--- src/rtl/imem_arbiter_pkg.sv ---
// Shared types and defaults for the instruction-RAM arbiter.
package imem_arbiter_pkg;

   localparam int ADDR_W_DEF     = 10;
   localparam int DATA_W_DEF     = 32;
   localparam int STARVE_MAX_DEF = 8;

   typedef enum logic [1:0] {
      IDLE    = 2'd0,
      L_ISSUE = 2'd1,
      L_RESP  = 2'd2
   } arb_state_e;

   function automatic int starve_w(input int max_cnt);
      return (max_cnt < 1) ? 1 : $clog2(max_cnt + 1);
   endfunction

endpackage

--- src/rtl/imem_arbiter_if.sv ---
// Fetch, loader and RAM-side signals of the instruction-RAM arbiter.
interface imem_arbiter_if
   import imem_arbiter_pkg::*;
#(
   parameter int ADDR_W = ADDR_W_DEF,
   parameter int DATA_W = DATA_W_DEF
);
   logic              f_req;
   logic [DATA_W-1:0] f_addr;
   logic [DATA_W-1:0] f_instr;
   logic              f_valid;
   logic              f_stall;

   logic              l_req;
   logic              l_we;
   logic [ADDR_W-1:0] l_addr;
   logic [DATA_W-1:0] l_wdata;
   logic              l_ack;
   logic [DATA_W-1:0] l_rdata;

   logic              ram_ena;
   logic              ram_wea;
   logic [ADDR_W-1:0] ram_addra;
   logic [DATA_W-1:0] ram_dina;
   logic [DATA_W-1:0] ram_douta;

   modport slave (
      input  f_req, f_addr, l_req, l_we, l_addr, l_wdata, ram_douta,
      output f_instr, f_valid, f_stall, l_ack, l_rdata,
             ram_ena, ram_wea, ram_addra, ram_dina
   );

   modport master (
      output f_req, f_addr, l_req, l_we, l_addr, l_wdata, ram_douta,
      input  f_instr, f_valid, f_stall, l_ack, l_rdata,
             ram_ena, ram_wea, ram_addra, ram_dina
   );
endinterface

--- src/rtl/imem_arbiter_starve_counter.sv ---
// Saturating wait counter that bounds how long the loader can be held off by fetch.
module imem_arbiter_starve_counter
   import imem_arbiter_pkg::*;
#(
   parameter int STARVE_MAX = STARVE_MAX_DEF
) (
   input  logic clk,
   input  logic rst,
   input  logic inc,
   input  logic clr,
   output logic at_max
);
   localparam int          W   = starve_w(STARVE_MAX);
   localparam logic [W-1:0] MAX = W'(STARVE_MAX);

   logic [W-1:0] cnt_q;

   always_ff @(posedge clk or posedge rst) begin
      if (rst)
         cnt_q <= '0;
      else if (clr)
         cnt_q <= '0;
      else if (inc && (cnt_q != MAX))
         cnt_q <= cnt_q + W'(1);
   end

   assign at_max = (cnt_q == MAX);

endmodule

--- src/rtl/imem_arbiter.sv ---
// Shares the single-port instruction RAM between IF fetch (priority) and the loader port,
// with a bounded-wait forced loader grant and an IF stall/hold path.
module imem_arbiter
   import imem_arbiter_pkg::*;
#(
   parameter int ADDR_W     = ADDR_W_DEF,
   parameter int DATA_W     = DATA_W_DEF,
   parameter int STARVE_MAX = STARVE_MAX_DEF
) (
   input logic           clk,
   input logic           rst,
   imem_arbiter_if.slave bus
);
   arb_state_e        state_q, state_d, state;
   logic              l_gnt, f_gnt;
   logic              at_max, starve_inc, starve_clr;
   logic              f_vld_q;
   logic [DATA_W-1:0] hold_q;
   logic [ADDR_W-1:0] addr_q;
   logic [DATA_W-1:0] din_q;
   logic              unused_f_addr;

   assign unused_f_addr = ^{bus.f_addr[DATA_W-1:ADDR_W+2], bus.f_addr[1:0]};

   // The loader issues in the same cycle it wins, so L_ISSUE is this cycle's resolved
   // state rather than a registered one; fetch never loses a slot to a dead grant cycle.
   always_comb begin
      state   = state_q;
      state_d = state_q;
      l_gnt   = 1'b0;
      f_gnt   = 1'b0;
      case (state_q)
         IDLE: begin
            if (bus.l_req && (!bus.f_req || at_max)) begin
               l_gnt   = 1'b1;
               state   = L_ISSUE;
               state_d = L_RESP;
            end else begin
               f_gnt = bus.f_req;
            end
         end
         L_RESP: begin
            f_gnt   = bus.f_req;
            state_d = IDLE;
         end
         default: state_d = IDLE;
      endcase
      if (rst) begin
         l_gnt = 1'b0;
         f_gnt = 1'b0;
         state = IDLE;
      end
   end

   assign starve_clr = !bus.l_req || l_gnt;
   assign starve_inc = bus.l_req && !l_gnt && (state_q != L_RESP);

   imem_arbiter_starve_counter #(.STARVE_MAX(STARVE_MAX)) u_starve (
      .clk    (clk),
      .rst    (rst),
      .inc    (starve_inc),
      .clr    (starve_clr),
      .at_max (at_max)
   );

   // Address/data lines park on their last driven value when nobody is granted.
   always_comb begin
      bus.ram_ena   = l_gnt | f_gnt;
      bus.ram_wea   = l_gnt & bus.l_we;
      bus.ram_addra = addr_q;
      bus.ram_dina  = din_q;
      if (l_gnt) begin
         bus.ram_addra = bus.l_addr;
         bus.ram_dina  = bus.l_wdata;
      end else if (f_gnt) begin
         bus.ram_addra = bus.f_addr[ADDR_W+1:2];
      end
   end

   always_ff @(posedge clk or posedge rst) begin
      if (rst) begin
         state_q <= IDLE;
         f_vld_q <= 1'b0;
         hold_q  <= '0;
         addr_q  <= '0;
         din_q   <= '0;
      end else begin
         state_q <= state_d;
         f_vld_q <= f_gnt;
         if (f_vld_q)
            hold_q <= bus.ram_douta;
         addr_q  <= bus.ram_addra;
         din_q   <= bus.ram_dina;
      end
   end

   assign bus.f_valid = f_vld_q;
   assign bus.f_instr = f_vld_q ? bus.ram_douta : hold_q;
   assign bus.f_stall = bus.f_req && (state == L_ISSUE);
   assign bus.l_ack   = (state_q == L_RESP);
   assign bus.l_rdata = bus.l_ack ? bus.ram_douta : '0;

endmodule

--- src/flat_wrapper.sv ---
// flat-port wrapper written by rule: the top's interface ports become plain ports
module imem_arbiter_flat import imem_arbiter_pkg::*;
#(
   parameter int ADDR_W     = ADDR_W_DEF,
   parameter int DATA_W     = DATA_W_DEF,
   parameter int STARVE_MAX = STARVE_MAX_DEF
)
  (clk, rst, bus_f_req, bus_f_addr, bus_l_req, bus_l_we, bus_l_addr, bus_l_wdata, bus_ram_douta, bus_f_instr, bus_f_valid, bus_f_stall, bus_l_ack, bus_l_rdata, bus_ram_ena, bus_ram_wea, bus_ram_addra, bus_ram_dina);
  imem_arbiter_if #(.ADDR_W(ADDR_W), .DATA_W(DATA_W)) bus_i ();
  input logic clk;
  input logic rst;
  input wire logic [$bits(bus_i.f_req)-1:0] bus_f_req;
  input wire logic [$bits(bus_i.f_addr)-1:0] bus_f_addr;
  input wire logic [$bits(bus_i.l_req)-1:0] bus_l_req;
  input wire logic [$bits(bus_i.l_we)-1:0] bus_l_we;
  input wire logic [$bits(bus_i.l_addr)-1:0] bus_l_addr;
  input wire logic [$bits(bus_i.l_wdata)-1:0] bus_l_wdata;
  input wire logic [$bits(bus_i.ram_douta)-1:0] bus_ram_douta;
  output wire logic [$bits(bus_i.f_instr)-1:0] bus_f_instr;
  output wire logic [$bits(bus_i.f_valid)-1:0] bus_f_valid;
  output wire logic [$bits(bus_i.f_stall)-1:0] bus_f_stall;
  output wire logic [$bits(bus_i.l_ack)-1:0] bus_l_ack;
  output wire logic [$bits(bus_i.l_rdata)-1:0] bus_l_rdata;
  output wire logic [$bits(bus_i.ram_ena)-1:0] bus_ram_ena;
  output wire logic [$bits(bus_i.ram_wea)-1:0] bus_ram_wea;
  output wire logic [$bits(bus_i.ram_addra)-1:0] bus_ram_addra;
  output wire logic [$bits(bus_i.ram_dina)-1:0] bus_ram_dina;
  assign bus_i.f_req = bus_f_req;
  assign bus_i.f_addr = bus_f_addr;
  assign bus_i.l_req = bus_l_req;
  assign bus_i.l_we = bus_l_we;
  assign bus_i.l_addr = bus_l_addr;
  assign bus_i.l_wdata = bus_l_wdata;
  assign bus_i.ram_douta = bus_ram_douta;
  assign bus_f_instr = bus_i.f_instr;
  assign bus_f_valid = bus_i.f_valid;
  assign bus_f_stall = bus_i.f_stall;
  assign bus_l_ack = bus_i.l_ack;
  assign bus_l_rdata = bus_i.l_rdata;
  assign bus_ram_ena = bus_i.ram_ena;
  assign bus_ram_wea = bus_i.ram_wea;
  assign bus_ram_addra = bus_i.ram_addra;
  assign bus_ram_dina = bus_i.ram_dina;
  imem_arbiter #(.ADDR_W(ADDR_W), .DATA_W(DATA_W), .STARVE_MAX(STARVE_MAX)) u_core (.clk(clk), .rst(rst), .bus(bus_i));
endmodule
--- config.mk ---
export PLATFORM = sky130hd
export DESIGN_NAME = imem_arbiter_flat
export DESIGN_NICKNAME = d
export VERILOG_FILES = /design/src/rtl/imem_arbiter_pkg.sv /design/src/rtl/imem_arbiter_if.sv /design/src/rtl/imem_arbiter_starve_counter.sv /design/src/rtl/imem_arbiter.sv /design/src/flat_wrapper.sv
export SDC_FILE = /design/constraint.sdc
export NUM_CORES = 1
export LEC_CHECK = 0
export ABC_AREA = 0
export BUFFER_PORTS_ARGS = -buffer_cell sky130_fd_sc_hd__buf_2
export CORE_ASPECT_RATIO = 2
export CORE_MARGIN = 2
export CORE_UTILIZATION = 30
export CTS_CLUSTER_DIAMETER = 80
export CTS_CLUSTER_SIZE = 20
export DETAILED_ROUTE_END_ITERATION = 8
export PLACE_DENSITY = 0.6
export SLEW_MARGIN = 40
export SYNTH_ARGS = -nofsm -noshare
export SYNTH_HDL_FRONTEND = slang
export SYNTH_SLANG_ARGS = --single-unit
--- constraint.sdc ---
create_clock -name clk -period 9 [get_ports clk]
set_clock_uncertainty 0.05 [all_clocks]
set_input_delay 0.9 -clock clk [delete_from_list [all_inputs] [get_ports clk]]
set_output_delay 0.9 -clock clk [all_outputs]
set_load 0.03 [all_outputs]
==> run metrics <==
status=completed; overall die height=156 µm; number of global-route vias before repair=2786; layout cells sized above 1=61.1%; final setup TNS=0 ps; Critical Path Start Type=primary input; FF+latch count, synth=80; largest net degree at the start of global routing=82; Detailed Place HPWL=between 6 and 7 mm; die extent in x=79.8 µm; first-pass GRT wire length=12.8 mm; worst skew pair latency=320 ps; routed vias=2749; routability-driven placement congestion ratio=0.754; pwr dens=231 nW/µm²; design area=4870 µm²; DIE AREA=roughly 12000 µm²; Final Power=around 1100 µW; Reg clk slew, reported paths=60 ps; Residual DRC=0; Synth cell types=26; Root Driver=clkbuf_16; Synth area leader=dfrtp_1; YS warnings=0; dpl ws=5220 ps; crit path DAT=2730 ps; Seq/Total Area, Yosys=between 50% and 60%; Rows=55; Tightest Pin Transition=around 630 ps; Max FO, Critical Path=just over 80; most frequent cells after synthesis=dfrtp_1, mux2_2, inv_1; fin crit period=3680 ps; Clock Power Share=between 30% and 40%; maxcap violations=0; RSZ-0062 raised after global routing=no; worst vdd ir=0.125 mV; predominant post-synthesis flop cell=dfrtp_1; Slowest-stage cell, CP=a222oi_1; PostCTS Resize Cnt=0; Antenna Nets Post-Route=0; Post-synth EDFFs=0; share of power burned in registers=38.9%; Starting Density=30.6%; normalized max-slew margin=57.8%; # H-tree levels=3; setup ws final=5320 ps; count leader, synth=dfrtp_1; Worst Path Class, Setup=primary input to primary output; fmax=about 270 MHz; First DRT Iteration DRCs=112; # port buffers=roughly 200; Mean Syn Cell Area=13.3 µm²; synth top area cells=dfrtp_1, mux2_2, and2_1, inv_1, a222oi_1; Syn Inst Count=260; Antenna diodes=0; setup violators final=0; CP Data Required Time=8050 ps; Final Max Tran Viols=0; Pleak=0.00255 µW; Async S/R FF share, synth=100%; Post-CTS Setup Repair Bufs=0; fill count=1107; vias per cell=4.54; cts hold-fix bufs=0; Routed WL per cell=13.6 µm; sw power=377 µW; crit end category=primary output; Cell Area, Placed=approximately 4600 µm²; final hold vios=0; CP max stage delay=530 ps; initial antenna violation count=0; Area Overhead vs Synth=41.2%; Total Routed Length=8.25 mm; CTS max path bufs=2; combinational share of power=slightly below 30%; Ports=222; TritonCTS Buffers=9; Layout Nets=572; Hold Crit Class=flip-flop to flip-flop; clk sinks=80; crit-path cells=buf_2 > clkinv_2 > clkbuf_8 > o311a_1 > a222oi_1 > buf_2; GRT Total Usage=13.1%; final period utilization=40.9%; router iterations before antenna repair=5; Critical Path Most Common Cell=buf_2; grt ovf=0; Hold Path Depth=1; syn nets=373; core area=11300 µm²; area share of the largest cell type after synthesis=roughly three fifths; Worst R2R Path Depth=6; post-synthesis instance area=between 3000 and 4000 µm²; CTS tree=built; Hold WS=about 430 ps; internal power=about 750 µW; Sw Share=33.6%
flip-flops by register name, summed over array words and instances (netlist names):
| name | cells |
|---|---|
| u_core.u_starve.cnt_q | 4 |
| u_core.state_q | 1 |
| u_core.hold_q | 32 |
| u_core.din_q | 32 |
| u_core.bus.f_valid | 1 |
| u_core.addr_q | 10 |
placed cells by master, fill, tap and decap left out, types with 2 or more instances in the layout:
cell type | netlist | final
inv_1 | 35 | 34
mux2_2 | 62 | 62
ha_1 | 2 | 2
mux2_1 | 2 | 2
buf_4 | 0 | 2
and2_1 | 34 | 34
dfrtp_1 | 80 | 79
buf_2 | 1 | 199
a222oi_1 | 10 | 10
o21ai_0 | 3 | 2
a211oi_1 | 3 | 3
nor2b_1 | 2 | 2
clkbuf_16 | 0 | 9
clkinvlp_4 | 0 | 2
clkinv_2 | 0 | 2
nor3_1 | 2 | 2
worst max-delay path: cells and delay by family:
kind	cells	cell delay (ps)
buffers and inverters	4	890
AO/OA/AOI/OAI	2	940
final timing paths:
path | start | end | slack (ps)
max | rst | bus_ram_addra[0] | 5320
min | u_core.din_q[26]$_DFF_PP0_ | u_core.din_q[26]$_DFF_PP0_ | 430
max reg2reg | u_core.u_starve.cnt_q[0]$_DFFE_PP0P_ | u_core.din_q[7]$_DFF_PP0_ | 6700
min reg2reg | u_core.din_q[26]$_DFF_PP0_ | u_core.din_q[26]$_DFF_PP0_ | 430
max in group asynchronous | rst | u_core.hold_q[12]$_DFF_PP0_ | 7690
min in group asynchronous | rst | u_core.u_starve.cnt_q[2]$_DFFE_PP0P_ | 770
metal layers:
| metal | vias up | wire (µm) | GRT usage, % |
|---|---|---|---|
| li1 | 1269 | - | - |
| met1 | 1330 | 2620 | 12.3 |
| met2 | 124 | 4740 | 24.7 |
| met3 | 26 | 542 | 2.89 |
| met4 | 0 | 340 | 8.31 |
| met5 | - | 0 | 0 |
power by group through the flow:
stage	registers [µW]	logic, µW	clock network (µW)
4_1_cts	438	338	368
6_report	437	333	353
2_1_floorplan	438	242	0
5_1_grt	443	356	383
3_5_place_dp	445	338	0
3_3_place_gp	442	334	0
final cells by class:
cell class / instances / area (µm²) / share of cell area (%)
repair buffers: 202 / 1020 / 21.0
inverters: 35 / 133 / 2.72
clock inverters: 5 / 58.8 / 1.21
flip-flops and latches: 80 / 2000 / 41.1
clock buffers: 10 / 229 / 4.70
multi-input cells: 131 / 1240 / 25.5
well taps: 142 / 178 / 3.65
cells by family (layout without fill, tap and decap cells):
group / count (synthesis) / in the layout / synth area share (%)
mux: 65 / 65 / 21.2
buf+inv: 49 / 252 / 6.02
flops: 80 / 80 / 58.1
fa+ha+maj: 2 / 2 / 0.726
compound gates: 20 / 20 / 5.44
xor+xnor: 1 / 1 / 0.254
simple gates: 43 / 43 / 8.31
metrics by stage:
stage                     utilization [%]  std cells
final                                43.1        605
after global routing                 43.1        605
after CTS                            43.1        605
after detailed placement             40.5        590
after global placement               40.5        590
after floorplan                         -        260
Power figures use the tool's default switching activity.
